--- src/rtl/score_tracker.sv ---
// Run timer with pause plus a sorted best-times table that absorbs each finished run.
// Build option SCORE_SATURATE_EN: timer sticks at all-ones instead of wrapping.
module score_tracker #(
  parameter int CLK_FREQ  = 100000000,
  parameter int TICK_RATE = 10,
  parameter int WIDTH     = 16,
  parameter int DEPTH     = 4,
  localparam int IW       = $clog2(DEPTH),
  localparam int CW       = $clog2(DEPTH + 1)
) (
  input  logic             clk,
  input  logic             reset,
  input  logic             start,
  input  logic             pause,
  input  logic             gameover,
  input  logic             clear_table,
  input  logic [IW-1:0]    rd_idx,
  output logic [WIDTH-1:0] timer,
  output logic             running,
  output logic [WIDTH-1:0] rd_data,
  output logic [WIDTH-1:0] best,
  output logic [CW-1:0]    entries,
  output logic             placed,
  output logic [IW-1:0]    rank,
  output logic             new_record
);

  localparam int TICK_HIT = CLK_FREQ / TICK_RATE - 1;
  localparam int PW = (TICK_HIT > 0) ? $clog2(TICK_HIT + 1) : 1;
  localparam logic [PW-1:0] PS_HIT = PW'(TICK_HIT);
  localparam logic [WIDTH-1:0] ONES = '1;

  typedef enum logic [2:0] {IDLE, RUN, PAUSE, INSERT, DONE} state_t;

  state_t           state_q, state_d;
  logic [PW-1:0]    ps_q, ps_d;
  logic [WIDTH-1:0] timer_q, timer_d, timer_inc;
  logic             running_q, running_d;
  logic             placed_q, placed_d;
  logic             nr_q, nr_d;
  logic [IW-1:0]    rank_q, rank_d;
  logic [CW-1:0]    entries_q, entries_d;
  logic [WIDTH-1:0] tbl_q [DEPTH];
  logic [WIDTH-1:0] tbl_d [DEPTH];
  logic             tick;
  int               p;

`ifdef SCORE_SATURATE_EN
  assign timer_inc = (timer_q == ONES) ? timer_q : timer_q + 1'b1;
`else
  assign timer_inc = timer_q + 1'b1;
`endif

  // Insertion point: valid entries not worse than the new time stay ahead of it.
  always_comb begin
    p = 0;
    for (int i = 0; i < DEPTH; i++) begin
      if (i < int'(entries_q) && tbl_q[i] <= timer_q) p = p + 1;
    end
  end

  always_comb begin
    state_d   = state_q;
    ps_d      = ps_q;
    timer_d   = timer_q;
    rank_d    = rank_q;
    entries_d = entries_q;
    tbl_d     = tbl_q;
    placed_d  = 1'b0;
    nr_d      = 1'b0;
    tick      = (ps_q == PS_HIT);
    case (state_q)
      IDLE, DONE: begin
        if (clear_table) begin
          for (int i = 0; i < DEPTH; i++) tbl_d[i] = ONES;
          entries_d = '0;
          rank_d    = '0;
        end
        if (start) begin
          state_d = RUN;
          ps_d    = '0;
          timer_d = '0;
        end
      end
      RUN: begin
        ps_d = tick ? '0 : ps_q + 1'b1;
        if (tick) timer_d = timer_inc;
        if (gameover)   state_d = INSERT;
        else if (pause) state_d = PAUSE;
      end
      PAUSE: begin
        if (gameover)    state_d = INSERT;
        else if (!pause) state_d = RUN;
      end
      INSERT: begin
        state_d = DONE;
        if (p < DEPTH) begin
          for (int i = 0; i < DEPTH; i++) begin
            if (i == p) tbl_d[i] = timer_q;
          end
          for (int i = 1; i < DEPTH; i++) begin
            if (i > p) tbl_d[i] = tbl_q[i-1];
          end
          entries_d = (entries_q == CW'(DEPTH)) ? entries_q : entries_q + 1'b1;
          rank_d    = IW'(p);
          placed_d  = 1'b1;
          nr_d      = (p == 0);
        end
      end
      default: state_d = IDLE;
    endcase
    running_d = (state_d == RUN);
  end

  always_ff @(posedge clk or negedge reset) begin
    if (!reset) begin
      state_q   <= IDLE;
      ps_q      <= '0;
      timer_q   <= '0;
      running_q <= 1'b0;
      placed_q  <= 1'b0;
      nr_q      <= 1'b0;
      rank_q    <= '0;
      entries_q <= '0;
      for (int i = 0; i < DEPTH; i++) tbl_q[i] <= ONES;
    end else begin
      state_q   <= state_d;
      ps_q      <= ps_d;
      timer_q   <= timer_d;
      running_q <= running_d;
      placed_q  <= placed_d;
      nr_q      <= nr_d;
      rank_q    <= rank_d;
      entries_q <= entries_d;
      tbl_q     <= tbl_d;
    end
  end

  // Unmatched indices (only possible when DEPTH is not a power of two) read as empty.
  always_comb begin
    rd_data = ONES;
    for (int i = 0; i < DEPTH; i++) begin
      if (rd_idx == IW'(i)) rd_data = tbl_q[i];
    end
  end

  assign timer      = timer_q;
  assign running    = running_q;
  assign best       = tbl_q[0];
  assign entries    = entries_q;
  assign placed     = placed_q;
  assign rank       = rank_q;
  assign new_record = nr_q;

endmodule

--- config.mk ---
export PLATFORM = sky130hd
export DESIGN_NAME = score_tracker
export DESIGN_NICKNAME = d
export VERILOG_FILES = /design/src/rtl/score_tracker.sv
export SDC_FILE = /design/constraint.sdc
export NUM_CORES = 1
export LEC_CHECK = 0
export CORE_UTILIZATION = 54
export DETAILED_ROUTE_END_ITERATION = 16
export GPL_ROUTABILITY_DRIVEN = 0
export PLACE_DENSITY = 0.84
export SYNTH_ARGS = -nofsm -noshare
export SYNTH_HDL_FRONTEND = slang
export SYNTH_SLANG_ARGS = --single-unit
--- constraint.sdc ---
create_clock -name clk -period 5.2 [get_ports clk]
set_clock_uncertainty 0.1 [all_clocks]
set_input_delay 1.04 -clock clk [delete_from_list [all_inputs] [get_ports clk]]
set_output_delay 1.04 -clock clk [all_outputs]
set_load 0.01 [all_outputs]
[After elaboration in Yosys (flattened, before gate mapping)]
Index checks and enable logic that the tools add are counted.
Operators by class
  shift-type cells: 0
  bitwise operators: 0
  eq/ne operators: 22
  multiplexer cells: 41
  reductions and logical operators: 18
  $lt $le $gt $ge: 12
  add/subtract/negate cells: 6
  div/mod/pow operators: 0
  $mul: 0
Operators with widths (number)
  $mux W16: 13
  $mux W64: 2
  $pmux W64 S2: 1
  $add A32 B2 Y32 const B: 3
  $mux W32: 3
  $eq A3 B32 Y1 const A: 2
  $gt A3 B32 Y1 const A: 2
  $le A16 B16 Y1: 4
  $mux W24: 2
  $pmux W24 S2: 1
  $eq A2 B32 Y1 const A: 1
  $gt A2 B32 Y1 const A: 1
  $logic_not A32 Y1: 1
  $lt A32 B4 Y1 const B: 1
  $pmux W16 S2: 1
  $add A24 B1 Y24 const B: 1
  $eq A24 B24 Y1 const B: 1
  $mux W3: 8
  $reduce_and A4 Y1: 5
  $add A16 B1 Y16 const B: 1
  $ne A2 B2 Y1 const B: 6
  $pmux W3 S4: 1
  $ne A3 B3 Y1 const B: 3
  $eq A3 B1 Y1 const B: 2
  other kinds (18): 33
Word-level totals
  word-level logic and storage cells: 111
  input port bits: 8
  register bits: 115
  memories: 0
  RAM bits: 0
  latch bits: 0
  bits in read-only memories: 0

[Longest topological paths before layout]
  depth after elaboration: 14
  gate-level depth with buffers: 23
  depth with buffers taken out: 21

[Least setup slack after synthesis]
OpenSTA, ideal clock, no wires.
  path type: reg-to-reg
  start: register timer_q[1] (netlist: timer[1])
  end: register tbl_q[21] in the netlist's numbering
  buffers on the path: 2
  stages on the path, launching flop included: 23
  data required time: 5018 ps
  period minus slack after synthesis: 5055 ps
  slack: 145 ps
  arrival time: 4873 ps
  library setup time: 82 ps
  path through: dfrtp_1 > inv_1 > ha_1 > nor2b_1 > o21a_1 > o21a_1 > o21a_1 > o21a_1 > o21ai_0 > nand2b_1 > a211oi_1 > o32a_1 > ha_1 > clkbuf_1 > xnor2_1 > ha_1 > inv_1 > or4_4 > a21oi_4 > o41ai_4 > nand2_4 > buf_8 > mux2_4
On the way
  word-level cells in the longest chain between the ends: 13
RTL lines
  start, declared: RTL line 37  | logic [WIDTH-1:0] timer_q, timer_d, timer_inc;
  start signal, assigned: RTL line 129  | timer_q <= timer_d;
  $le A16 B16 Y1: RTL line 58  | if (i < int'(entries_q) && tbl_q[i] <= timer_q) p = p + 1;
  $logic_and A1 B1 Y1: RTL line 58
  $mux W1: RTL line 58
  $add A32 B2 Y32: RTL line 58
  $mux W32: RTL line 58
  $add A32 B2 Y32: RTL line 58
  $mux W32: RTL line 58
  $add A32 B2 Y32: RTL line 58
  $mux W32 *: RTL line 58
  $gt A3 B32 Y1: RTL line 102  | if (i > p) tbl_d[i] = tbl_q[i-1];
  $mux W16: RTL line 102
  $mux W64: RTL line 97  | if (p < DEPTH) begin
  $pmux W64 S2: RTL line 72  | case (state_q)
  end signal, assigned: RTL line 135  | tbl_q <= tbl_d;
  end, declared: RTL line 43  | logic [WIDTH-1:0] tbl_q [DEPTH];
Mark *: on every way between the ends. The rest lies on a longest branch, timed or not. The select of a mux whose other input is x is not followed.
A chain may end at the register's enable or synchronous reset.

[Final worst setup path]
  start: register tbl_q[33] in the netlist's numbering
  end: register tbl_q[19] in the netlist's numbering
On the way
  word-level cells in the longest chain between the ends: 11
RTL lines (RTL line)
  $le A16 B16 Y1 *: 58
  $logic_and A1 B1 Y1 *: 58
  $mux W32 *: 58
  $add A32 B2 Y32: 58
  $mux W32 *: 58
  $add A32 B2 Y32: 58
  $mux W32 *: 58
  $gt A3 B32 Y1: 102
  $mux W16: 102
  $mux W64: 97
  $pmux W64 S2: 72
Marks and branches as above.

==> impl_metrics.json <==
{
  "ys_ff_latch": 115,
  "vias_per_cell": 6.35,
  "startpoint": "tbl_q[33]$_DFFE_PN1P_",
  "cp_max_fo": 8,
  "antenna_found_initial": 0,
  "synthTopCellsByArea": "dfstp_2, dfrtp_1, ha_1, nor2_1, mux4_2",
  "start_util_pct": 56.1,
  "clk-insertion-delay-late_ns": 0.43,
  "slew_headroom_pct": 34.5,
  "async_reset_ff_share_pct": 100,
  "ctsHoldBuffers": 0,
  "ant_nets": 0,
  "ys.warnings.count": 0,
  "layout-drive-gt1-share_pct": 19.7,
  "start_kind": "register",
  "first_pass_iters": 6,
  "ctsHtreeMaxLevel": 4,
  "grt_overflow": 0,
  "grt_max_degree": 60,
  "num_antenna_cells": 0,
  "drt-wirelength-per-cell_um": 20.5,
  "endpoint_kind": "register",
  "cts_buffers": 17,
  "grt_util_all_layers_pct": 30.4,
  "pin_count": 64,
  "drv_cap": 0,
  "syn2layout_area_growth_pct": 17.5,
  "cp.required_ns": 5.45,
  "vias": 6712,
  "synth_cell_types": 69,
  "finalSetupViolCount": 0,
  "maxSlewViolCount": 0,
  "vdd_drop_max_mv": 0.277,
  "yosysTopAreaCellShare_pct": 21.3,
  "setup_tns_ns": 0,
  "syn-instance-count": 806,
  "grt_pass1_wl_um": 34500,
  "synth_area_um2": 7910,
  "portBuffers": 63,
  "r2r_start": "tbl_q[33]$_DFFE_PN1P_",
  "period_needed_ns": 4.99,
  "leakage_nw": 4.06,
  "max_freq_mhz": 200,
  "min_period_over_period_pct": 96.0,
  "r2r_end": "tbl_q[19]$_DFFE_PN1P_",
  "first_global_vias": 6663,
  "post-route-drc-count": 0,
  "final_util_pct": 66.0,
  "die_x_um": 123,
  "path_class": "reg2reg",
  "hp-class": "reg2reg",
  "cpPeakStageDelay_ns": 0.55,
  "drtIter0Drc": 750,
  "cpMaxStageDelayCell": "dfstp_2",
  "dp_hpwl_um": 14800,
  "rrSetupSlack_ns": 0.21,
  "n_fill_cell": 1097,
  "cts_sinks": 115,
  "yosysTopAreaCell": "dfstp_2",
  "final_hold_viol_count": 0,
  "cts_tree": "yes",
  "wl_um": 21700,
  "clockBufferDepth": 2,
  "final_nets": 944,
  "crit_end": "tbl_q[19]$_DFFE_PN1P_",
  "die_h_um": 123,
  "yosysSeqAreaShare_pct": 37.4,
  "critPathArrivalTime_ns": 5.24,
  "syn-mean-instance-area_um2": 9.82,
  "cpMostUsedCell": "o21a_1",
  "dieArea_um2": 15100,
  "design.core.area_um2": 14100,
  "synth-edff-count": 0,
  "synth_nets": 886,
  "outcome": "complete, no violations",
  "path_clk_slew_ns": 0.06,
  "cts_root_buffer": "clkbuf_16",
  "cp_cell_sequence": "ha_1, nor2b_1, o21a_1, o21a_1, o21a_1, o21a_1, o21ai_0, nand2b_1, a211oi_2, o32a_1, ha_1, xnor2_1, ha_2, inv_1, or4_4, a21oi_4, o41ai_4, nand2_4, buf_12, mux2_2",
  "worstMarginPinSlew_ns": 0.975,
  "rows": 43,
  "reg2regPathDepth": 20,
  "powerDensity_nw_per_um2": 443,
  "hold_slack_ns": 0.404,
  "synth_ff_type": "dfstp_2",
  "rsz0062_at_grt": "no"
}
[placed cells by master, fill, tap and decap left out, types with 3 or more instances in the layout]
| master | n |
|---|---|
| and4_1 | 4 |
| nor2b_1 | 8 |
| inv_1 | 55 |
| clkinv_4 | 4 |
| a22o_1 | 8 |
| and3_1 | 11 |
| and2_1 | 7 |
| xnor2_1 | 19 |
| o21ai_0 | 35 |
| nor2_1 | 98 |
| mux4_2 | 16 |
| clkdlybuf4s50_1 | 62 |
| nor4_1 | 4 |
| buf_4 | 25 |
| dfstp_2 | 64 |
| nand2_1 | 53 |
| clkinvlp_4 | 5 |
| nor3_1 | 10 |
| ha_1 | 71 |
| o211ai_1 | 4 |
| a21oi_1 | 27 |
| mux2i_1 | 19 |
| a31oi_1 | 3 |
| a21o_1 | 10 |
| nand3_1 | 22 |
| clkbuf_16 | 17 |
| mux2_2 | 8 |
| or3_1 | 3 |
| dfrtp_1 | 51 |
| o31ai_1 | 5 |
| a222oi_1 | 16 |
| nand2b_1 | 5 |
| o22ai_1 | 3 |
| a211oi_1 | 18 |
| nand4_1 | 18 |
| o31a_1 | 18 |
| mux2_4 | 9 |
| o21a_1 | 14 |
[per-stage QoR]
step                      total power [mW]  worst slack, ns  instances  cell area (um^2)
after floorplan                       2.35            0.145        806              7910
after global placement                2.82            0.289       1021              8640
after detailed placement              2.87            0.151       1021              8640
after CTS                             4.05           0.0545       1053              9230
after global routing                  4.33          0.00710       1057              9300
final                                 4.12            0.207       1057              9300
[cell type report]
| cell class | count | area, um^2 | area share, % |
|---|---|---|---|
| multi-input cells | 583 | 4450 | 47.8 |
| flip-flops and latches | 115 | 2960 | 31.8 |
| repair buffers | 91 | 871 | 9.37 |
| clock buffers | 17 | 425 | 4.58 |
| well taps | 180 | 225 | 2.42 |
| inverters | 56 | 210 | 2.26 |
| clock inverters | 15 | 160 | 1.72 |
[registers in the layout, indices dropped and copies added (netlist names)]
name        count
running         1
state_q         3
new_record      1
ps_q           24
placed          1
rank            2
tbl_q          48
best           16
timer          16
entries         3
[report_power, final]
part	total [mW]	internal (mW)	switching (mW)
registers	1.38	1.15	0.235
clock network	1.15	0.706	0.447
logic	1.58	0.696	0.886
total	4.12	2.55	1.57
[metal layers]
layer	global-route usage, %	up-vias	share of wire (%)
met5	0	-	0
met4	13.0	0	2.5
met3	7.70	46	7.6
met2	49.6	305	48
met1	38.2	3303	42
li1	-	3058	-
[Yosys cell counts (20+ instances only)]
cell type,instances
o21ai_0,36
dfrtp_1,51
nand2_1,53
nand3_1,22
inv_1,56
a21oi_1,27
dfstp_2,64
a211oi_1,20
ha_1,72
nor2_1,98
buf_4,21
[critical path: cells and delay by family, from the launching register on]
family | cells | cell delay [ns]
AOI/OAI and AO/OA | 9 | 1.77
DFF | 1 | 0.55
adders and majority gates | 3 | 0.76
buffers and inverters | 2 | 0.25
and+or+nand+nor | 4 | 0.94
muxes | 1 | 0.33
xor gates and xnor gates | 1 | 0.22
[repair_timing]
item,4_1_cts,5_1_grt
gates resized for setup,0,6
setup endpoints to repair,0,68
setup buffers,0,4
[worst min path at each step]
stage | from | end | slack (ns) | depth (start not counted)
floorplan | ps_q[12]$_DFFE_PN0P_ | ps_q[12]$_DFFE_PN0P_ | 0.35 | 1
global placement | tbl_q[36]$_DFFE_PN1P_ | tbl_q[36]$_DFFE_PN1P_ | 0.39 | 2
detailed placement | tbl_q[36]$_DFFE_PN1P_ | tbl_q[36]$_DFFE_PN1P_ | 0.39 | 2
CTS | tbl_q[33]$_DFFE_PN1P_ | tbl_q[33]$_DFFE_PN1P_ | 0.40 | 2
global route | tbl_q[42]$_DFFE_PN1P_ | tbl_q[42]$_DFFE_PN1P_ | 0.42 | 2
finish | ps_q[12]$_DFFE_PN0P_ | ps_q[12]$_DFFE_PN0P_ | 0.40 | 1
[kinds of logic (layout without fill, tap and decap cells)]
| logic type | count (synthesis) | after routing | synth area share [%] |
|---|---|---|---|
| AO/OA/AOI/OAI | 183 | 183 | 17.0 |
| XOR/XNOR | 21 | 21 | 2.32 |
| adder cells (fa/ha/maj) | 72 | 72 | 11.4 |
| buffers and inverters | 108 | 179 | 6.66 |
| flip-flops | 115 | 115 | 37.4 |
| multiplexers | 53 | 53 | 9.98 |
| AND/OR/NAND/NOR | 254 | 254 | 15.3 |
Power figures use the tool's default switching activity.
